$ cat config.mk
export PLATFORM = sky130hd
export DESIGN_NAME = mig_truth_table_engine
export DESIGN_NICKNAME = d
export VERILOG_FILES = /design/src/rtl/mig_pkg.sv /design/src/rtl/mig_operand_mux.sv /design/src/rtl/mig_truth_table_engine.sv
export SDC_FILE = /design/constraint.sdc
export NUM_CORES = 1
export LEC_CHECK = 0
export CAP_MARGIN = 20
export CORE_MARGIN = 2
export CORE_UTILIZATION = 41
export DETAILED_ROUTE_END_ITERATION = 7
export PLACE_DENSITY = 0.65
export SYNTH_ARGS = -nofsm -noshare
export SYNTH_HDL_FRONTEND = slang
export SYNTH_SLANG_ARGS = --single-unit
$ cat constraint.sdc
create_clock -name clk -period 9.2 [get_ports clk]
set_input_delay 1.38 -clock clk [delete_from_list [all_inputs] [get_ports clk]]
set_output_delay 1.38 -clock clk [all_outputs]
set_load 0.03 [all_outputs]
$ cat src/rtl/mig_pkg.sv
// Shared types and configuration for the MIG truth-table engine.
// Sizing is fixed here so every file agrees on operand and entry widths.
package mig_pkg;
   localparam int NUM_INPUTS     = 7;
   localparam int MAX_NODES      = 8;
   localparam int TT_W           = 1 << NUM_INPUTS;
   localparam int SEL_W          = $clog2(1 + NUM_INPUTS + MAX_NODES);
   localparam int ADDR_W         = $clog2(MAX_NODES);
   localparam int CNT_W          = $clog2(MAX_NODES + 1);
   localparam int SEL_CONST0     = 0;
   localparam int SEL_INPUT_BASE = 1;
   localparam int SEL_NODE_BASE  = NUM_INPUTS + 1;

   typedef struct packed {
      logic             inv;
      logic [SEL_W-1:0] sel;
   } operand_t;

   // Packed MSB-first so the raw entry reads {opC, opB, opA}.
   typedef struct packed {
      operand_t op_c;
      operand_t op_b;
      operand_t op_a;
   } node_t;

   typedef enum logic [1:0] {IDLE, EVAL, CAPTURE, DONE} state_t;

   function automatic logic maj3(input logic a, input logic b, input logic c);
      return (a & b) | (a & c) | (b & c);
   endfunction
endpackage

$ cat src/rtl/mig_operand_mux.sv
// Resolves one {inv, sel} operand to a bit; illegal operands read as 0.
// limit is the first node index that may not be referenced.
module mig_operand_mux
   import mig_pkg::*;
(
   input  operand_t              op,
   input  logic [NUM_INPUTS-1:0] minterm,
   input  logic [MAX_NODES-1:0]  nodes,
   input  logic [CNT_W-1:0]      limit,
   output logic                  val,
   output logic                  illegal
);
   logic raw;

   always_comb begin
      raw     = 1'b0;
      illegal = 1'b0;
      for (int i = 0; i < NUM_INPUTS; i++)
         if (int'(op.sel) == SEL_INPUT_BASE + i) raw = minterm[i];
      for (int j = 0; j < MAX_NODES; j++)
         if (int'(op.sel) == SEL_NODE_BASE + j) begin
            if (j < int'(limit)) raw = nodes[j];
            else                 illegal = 1'b1;
         end
      if (int'(op.sel) > SEL_NODE_BASE + MAX_NODES - 1) illegal = 1'b1;
      val = illegal ? 1'b0 : (raw ^ op.inv);
   end
endmodule

$ cat src/rtl/mig_truth_table_engine.sv
// Programmable MIG evaluator: sweeps every minterm, one node per cycle,
// and hands the complete truth table out over a valid/ready handshake.
module mig_truth_table_engine
   import mig_pkg::*;
(
   input  logic                   clk,
   input  logic                   rst,
   input  logic                   prog_we,
   input  logic [ADDR_W-1:0]      prog_addr,
   input  logic [3*(SEL_W+1)-1:0] prog_data,
   input  logic [SEL_W:0]         out_sel,
   input  logic [CNT_W-1:0]       num_nodes,
   input  logic                   start,
   output logic                   busy,
   output logic                   err,
   output logic                   tt_valid,
   input  logic                   tt_ready,
   output logic [TT_W-1:0]        tt_data
);
   state_t                state;
   node_t                 mem [MAX_NODES];
   logic [MAX_NODES-1:0]  nodes;
   logic [NUM_INPUTS-1:0] m;
   logic [ADDR_W-1:0]     k;
   logic [CNT_W-1:0]      nn;
   operand_t              osel;
   node_t                 cur;
   operand_t [2:0]        node_ops;
   logic [2:0]            op_val, op_ill;
   logic                  out_val, out_ill;

   assign cur      = mem[k];
   assign node_ops = {cur.op_c, cur.op_b, cur.op_a};

   for (genvar i = 0; i < 3; i++) begin : g_node_op
      mig_operand_mux u_mux (
         .op(node_ops[i]), .minterm(m), .nodes(nodes), .limit(CNT_W'(k)),
         .val(op_val[i]), .illegal(op_ill[i])
      );
   end

   // Output operand may reference any active node, hence limit = nn.
   mig_operand_mux u_out_mux (
      .op(osel), .minterm(m), .nodes(nodes), .limit(nn),
      .val(out_val), .illegal(out_ill)
   );

   always_ff @(posedge clk or posedge rst) begin
      if (rst) begin
         state    <= IDLE;
         busy     <= 1'b0;
         err      <= 1'b0;
         tt_valid <= 1'b0;
         tt_data  <= '0;
         nodes    <= '0;
         m        <= '0;
         k        <= '0;
         nn       <= '0;
         osel     <= '0;
         for (int i = 0; i < MAX_NODES; i++) mem[i] <= '0;
      end else begin
         case (state)
            IDLE: begin
               if (prog_we) mem[prog_addr] <= prog_data;
               if (start) begin
                  osel <= out_sel;
                  nn   <= num_nodes;
                  m    <= '0;
                  k    <= '0;
                  if (int'(num_nodes) > MAX_NODES) begin
                     err <= 1'b1;
                  end else begin
                     err   <= 1'b0;
                     busy  <= 1'b1;
                     state <= (num_nodes == '0) ? CAPTURE : EVAL;
                  end
               end
            end
            EVAL: begin
               nodes[k] <= maj3(op_val[0], op_val[1], op_val[2]);
               if (|op_ill) err <= 1'b1;
               if (CNT_W'(k) == nn - CNT_W'(1)) state <= CAPTURE;
               else                             k     <= k + ADDR_W'(1);
            end
            CAPTURE: begin
               tt_data[m] <= out_val;
               if (out_ill) err <= 1'b1;
               k <= '0;
               if (&m) begin
                  state    <= DONE;
                  tt_valid <= 1'b1;
               end else begin
                  m     <= m + NUM_INPUTS'(1);
                  state <= (nn == '0) ? CAPTURE : EVAL;
               end
            end
            DONE: begin
               if (tt_ready) begin
                  tt_valid <= 1'b0;
                  busy     <= 1'b0;
                  state    <= IDLE;
               end
            end
            default: state <= IDLE;
         endcase
      end
   end
endmodule

==> results.yml, run 1 <==
run_status:
  status: "finished, final reports clean"
cts:
  cts_buffers: 31
  ctsHtreeMaxLevel: 1
  cts.sinks: 280
  hold_buffers: 0
  insertion_delay_ns: 0.59
  clock-root-buffer: "clkbuf_16"
  cts_buffer_depth: 3
  cts_resized: 0
  post-cts-setup-buffer-count: 0
  clkSlewWorstSetupHoldPaths_ns: 0.06
  cts_tree: "done"
placement:
  gp_congestion: 0.906
  dp_hpwl_um: 26400
  portBuffers: 162
hold_path:
  hp-class: "reg -> reg"
  min_path_cells: 2
floorplanning:
  num_rows: 67
  coreArea_um2: 33400
  dieArea_um2: 35400
  fp.dieH_um: 188
  io_pins: 163
  die_w_um: 188
  start_util_pct: 41.6
synth:
  async_flop_share_pct: 100
  synthCells: 1252
  synth_flop_cell: "dfrtp_1"
  synth_edf_count: 0
  synth_area_um2: 13900
  synth_fp_nets: 1295
  yosysUniqueCellTypes: 78
  ys_ff_latch: 280
  avgSynthCellArea_um2: 11.1
  seq_area_frac_synth_pct: 50.4
  yosysWarnings: 0
pwr:
  switchingPower_mw: 0.547
  intPower_mw: 1.95
  p_leak_nw: 7.27
  power_frac_seq_pct: 49.3
  p_total_mw: 2.50
  swShare_pct: 21.9
  vdd_drop_max_mv: 0.143
  clock_power_share_pct: 48.8
  p_comb_share_pct: 1.9
  power_density_nw_per_um2: 147
routing:
  drc: 0
  wl_per_cell_um: 21.9
  first_iter_violations: 1004
  vias: 10679
  drt_wl_total_um: 40300
  first_pass_iters: 7
  via_per_inst: 5.80
  final_antenna_net_count: 0
layout:
  drive_gt1_share_pct: 17.1
  final_cell_mix: "279 x dfrtp_1, 162 x clkdlybuf4s50_1, 151 x o21ai_0"
  antenna-diode-count: 0
  area_growth_pct: 21.7
  nets: 1412
  final_common_cell: "dfrtp_1"
sta:
  period_needed_ns: 4.21
  final_hold_viol_count: 0
  worst_slew_pin_slew_ns: 1.13
  max_freq_ghz: 0.238
  fin_tns_setup_ns: 0
  finClkSkew_ns: 0.0240
  fin_crit_sh_pct: 45.7
  slew_headroom_pct: 24.5
  finalSetupViolCount: 0
  rsz0062_at_grt: "no"
  slew_viol_final: 0
setup_path:
  worstSetupPathType: "reg -> reg"
  arrival_ns: 4.68
  crit_required_ns: 9.68
  worstPathMaxFanout: 19
  r2r_cells: 10
  end_kind: "register"
  worst_setup_path_start_kind: "register"
  regToRegSetupSlack_ns: 4.99
grt:
  grt_pass1_vias: 10696
  grt_start_max_net_pins: 143
  grt_pass1_wl_um: 63800
  overflow: 0
  groute.usage.overall_pct: 22.8
  antenna_found_initial: 1
flow_run:
  maxCapViolCount: 0
-- path summary, 6_finish.rpt --
check | from | to
hold reg to reg | tt_data[55] | tt_data[55]
max in group asynchronous | rst | nn[1]
setup reg to reg | k[1] | err
min in group asynchronous | rst | tt_data[112]
setup / recovery | k[1] | err
hold / removal | tt_data[55] | tt_data[55]
-- cells in the mapped netlist (7+ instances only) --
cell type    n  share of area [%]
o21ai_0    152                5.5
nand3_1     22               0.79
ha_1        11               0.99
a22oi_1      9               0.49
and2_1       8               0.36
nor2b_1     17               0.76
xor2_1       7               0.44
dfrtp_1    280                 50
clkbuf_1    77                2.1
o21ai_1      8               0.29
nand2b_1    14               0.63
o31ai_1    128                6.9
nor3_1      17               0.61
a21oi_1     28                1.0
a41oi_1      9               0.57
nor2_1      41                1.1
mux2i_1     49                3.5
mux2_2     137                 11
nand2_1     81                2.2
mux4_2      15                2.4
inv_1       17               0.46
-- per-stage QoR --
stage          util (%)  worst slack, ns  hold slack [ns]  cell area (um2)  cells
2_1_floorplan         -           0.0978            0.475            13900   1252
3_3_place_gp       47.3             5.02            0.466            15800   1779
3_5_place_dp       47.3             5.01            0.477            15800   1779
4_1_cts            50.3             5.00            0.496            16800   1835
5_1_grt            50.6             4.66            0.515            16900   1840
6_report           50.6             4.99            0.488            16900   1840
-- area by class of cell --
| class | count | area, um2 |
|---|---|---|
| clock buffers | 45 | 898 |
| clock inverters | 11 | 105 |
| fillers | 2943 | 16500 |
| inverters | 18 | 75.1 |
| multi-input cells | 858 | 6460 |
| flip-flops and latches | 280 | 7010 |
| well taps | 448 | 561 |
| repair buffers | 180 | 1830 |
-- metal layers --
layer	wire, um	GRT usage, %	vias up
met5	13	0	-
met4	1010	6.87	2
met3	2300	4.00	66
met2	19100	37.5	310
met1	17800	30.9	5345
li1	-	-	4956
-- cells by family (layout without fill, tap and decap cells) --
family          after synthesis  count (layout)  share of synthesized area, %
compound gates              403             403                          19.2
flops                       280             280                          50.4
fa+ha+maj                    11              11                         0.989
xor+xnor                     12              12                         0.863
mux                         202             202                          17.1
simple gates                230             230                          7.98
buf+inv                     114             254                          3.45
-- registers in the layout, indices dropped and copies added (netlist names) --
register,count
osel,5
m,7
tt_data,128
mem,120
k,3
err,1
nn,4
state,2
busy,1
nodes,8
tt_valid,1
-- worst max-delay path: stages, from the launching register on --
cell and delay [ns]:
dfrtp_1 0.49, buf_4 0.29, nor2_1 0.84, a22oi_2 0.32, nand2_1 0.36, a2111oi_0 0.12
a41o_1 0.24, o31ai_2 0.71, nand4_1 0.22, o211ai_1 0.14, mux2_2 0.35
-- power groups by stage --
stage                     sequential (mW)  clock [mW]  combinational [mW]
final                                1.23        1.22              0.0480
after global routing                 1.23        1.29              0.0548
after CTS                            1.23        1.24              0.0499
after detailed placement             1.25           0              0.0498
after global placement               1.25           0              0.0498
after floorplan                      1.25           0              0.0195
Note: power is estimated with default switching activity, not from simulation.
==> run 2, diff against run 1 <==
Clock period 9.2 ns to 3.6 ns, I/O delays scaled along.
==> results.yml, run 2 (synthesis results as in run 1) <==
placement:
  place_area_um2: 16200
  gp_congestion: 0.949
  dp.cells: 1822
  dp_hpwl_um: 27400
  portBuffers: 162
routing:
  final_antenna_net_count: 0
  vias: 10822
  wl_per_cell_um: 21.3
  wirelength_met1_um: 18200
  first_iter_violations: 904
  drc: 0
  topRoutingLayerUsed: "met4"
  dr_wl_met2_um: 18400
  via_per_inst: 5.75
  first_pass_iters: 5
  dr_wl_met3_um: 2420
  drt_wl_total_um: 40100
grt:
  grt_start_max_net_pins: 126
  overflow: 0
  grt_pass1_wl_um: 64100
  grt_pass1_vias: 10895
  groute.usage.overall_pct: 22.8
  antenna_found_initial: 1
setup_path:
  arrival_ns: 3.81
  worst_setup_path_start_kind: "register"
  worstSetupPathType: "reg -> reg"
  crit_required_ns: 4.04
  worstPathMaxFanout: 8
  end_kind: "register"
sta:
  period_needed_ns: 3.38
  slew_headroom_pct: 48.2
  final_hold_viol_count: 0
  rsz0062_at_grt: "no"
  finClkSkew_ns: 0.0161
  max_freq_ghz: 0.296
  worst_slew_pin_slew_ns: 0.773
  fin_crit_sh_pct: 93.8
  slew_viol_final: 0
  finalSetupViolCount: 0
layout:
  regMostFlops: "tt_data"
  layout.cells.non_filler: 1881
  top_regs: "tt_data: 128 flops, mem: 120 flops, nodes: 8 flops"
  final_common_cell: "dfrtp_1"
  nets: 1451
  fin_area_um2: 17200
  area_growth_pct: 23.8
  drive_gt1_share_pct: 19.1
  largest_reg_flops: 128
  antenna-diode-count: 0
  final_cell_mix: "279 x dfrtp_1, 162 x clkdlybuf4s50_1, 151 x o21ai_0"
  fillers: 2979
floorplanning:
  num_rows: 67
  die_w_um: 188
  coreArea_um2: 33400
  fp.dieH_um: 188
  start_util_pct: 41.6
  io_pins: 163
  dieArea_um2: 35400
cts:
  ctsHtreeMaxLevel: 1
  hold_buffers: 0
  cts_tree: "done"
  cts_buffer_depth: 3
  cts.sinks: 280
  insertion_delay_ns: 0.58
  cts_buffers: 31
  clkSlewWorstSetupHoldPaths_ns: 0.07
  clock-root-buffer: "clkbuf_16"
pwr:
  power_density_nw_per_um2: 370
  p_leak_nw: 7.43
  vdd_drop_max_mv: 0.357
run_status:
  status: "finished, final reports clean"
hold_path:
  hp-class: "in -> async"
flow_run:
  maxCapViolCount: 0
run 2: cell types whose count changed in the layout (fill, tap and decap cells not counted), moves of 2 or more:
| cell | delta |
|---|---|
| buf_12 | +4 |
| clkbuf_8 | -2 |
| clkinv_4 | -2 |
| clkbuf_1 | +6 |
| buf_4 | +39 |
| clkinv_2 | -2 |
| clkinvlp_4 | +2 |
| buf_8 | -3 |
run 2: final timing paths:
path,from,end,slack (ns),cells past startpoint
setup / recovery,k[0],nodes[1],0.22,10
hold / removal,rst,tt_data[58],0.24,2
hold reg to reg,tt_data[55],tt_data[55],0.49,2
min in group clk,tt_data[55],tt_data[55],0.49,2
max in group asynchronous,rst,mem[108],2.46,3
setup reg to reg,k[0],nodes[1],0.22,10
run 2: worst max-delay path, cell delays in order (launching register included):
cell     delay (ns)
dfrtp_1        0.50
buf_4          0.26
mux4_2         0.56
mux2i_2        0.24
mux2i_1        0.14
a311o_1        0.39
o22ai_1        0.23
mux2i_1        0.33
nand2_1        0.15
a32oi_4        0.31
o21ai_1        0.13
run 2: report_power, final:
part	switching, mW	internal [mW]	leakage, nW	total (mW)
Sequential	0	3.15	3.88	3.15
Clock	1.32	1.78	0.478	3.09
Combinational	0.0879	0.0385	3.07	0.126
run 2: stage by stage:
step                setup TNS, ns  util, %  setup WS (ns)  hold WS (ns)  power, mW
global placement                0     48.4          0.215         0.470       3.34
detailed placement              0     48.4          0.219         0.475       3.34
finish                          0     51.5          0.225         0.238       6.37
CTS                             0     51.4          0.183         0.228       6.43
global route                    0     51.5         0.0815         0.224       6.57
floorplan                 -181.25        -         -0.647         0.475       3.26
run 2: layer usage:
metal	up-vias	GRT usage (%)
met5	-	0
met4	0	6.66
met2	306	36.0
met3	80	4.66
met1	5414	31.9
li1	5022	-
run 2: final cells by class:
cell class	count	area [um2]	share of cell area [%]
Inverter	18	71.3	0.414
Clock inverter	9	93.8	0.545
Clock buffer	49	893	5.19
Timing Repair Buffer	219	2130	12.4
Multi-Input combinational cell	858	6470	37.5
Sequential cell	280	7010	40.7
Tap cell	448	561	3.25
run 2: what timing repair did:
action / CTS / global route
resized for setup: 0 / 2
buffers inserted: 0 / 0
setup endpoints to repair: 0 / 1
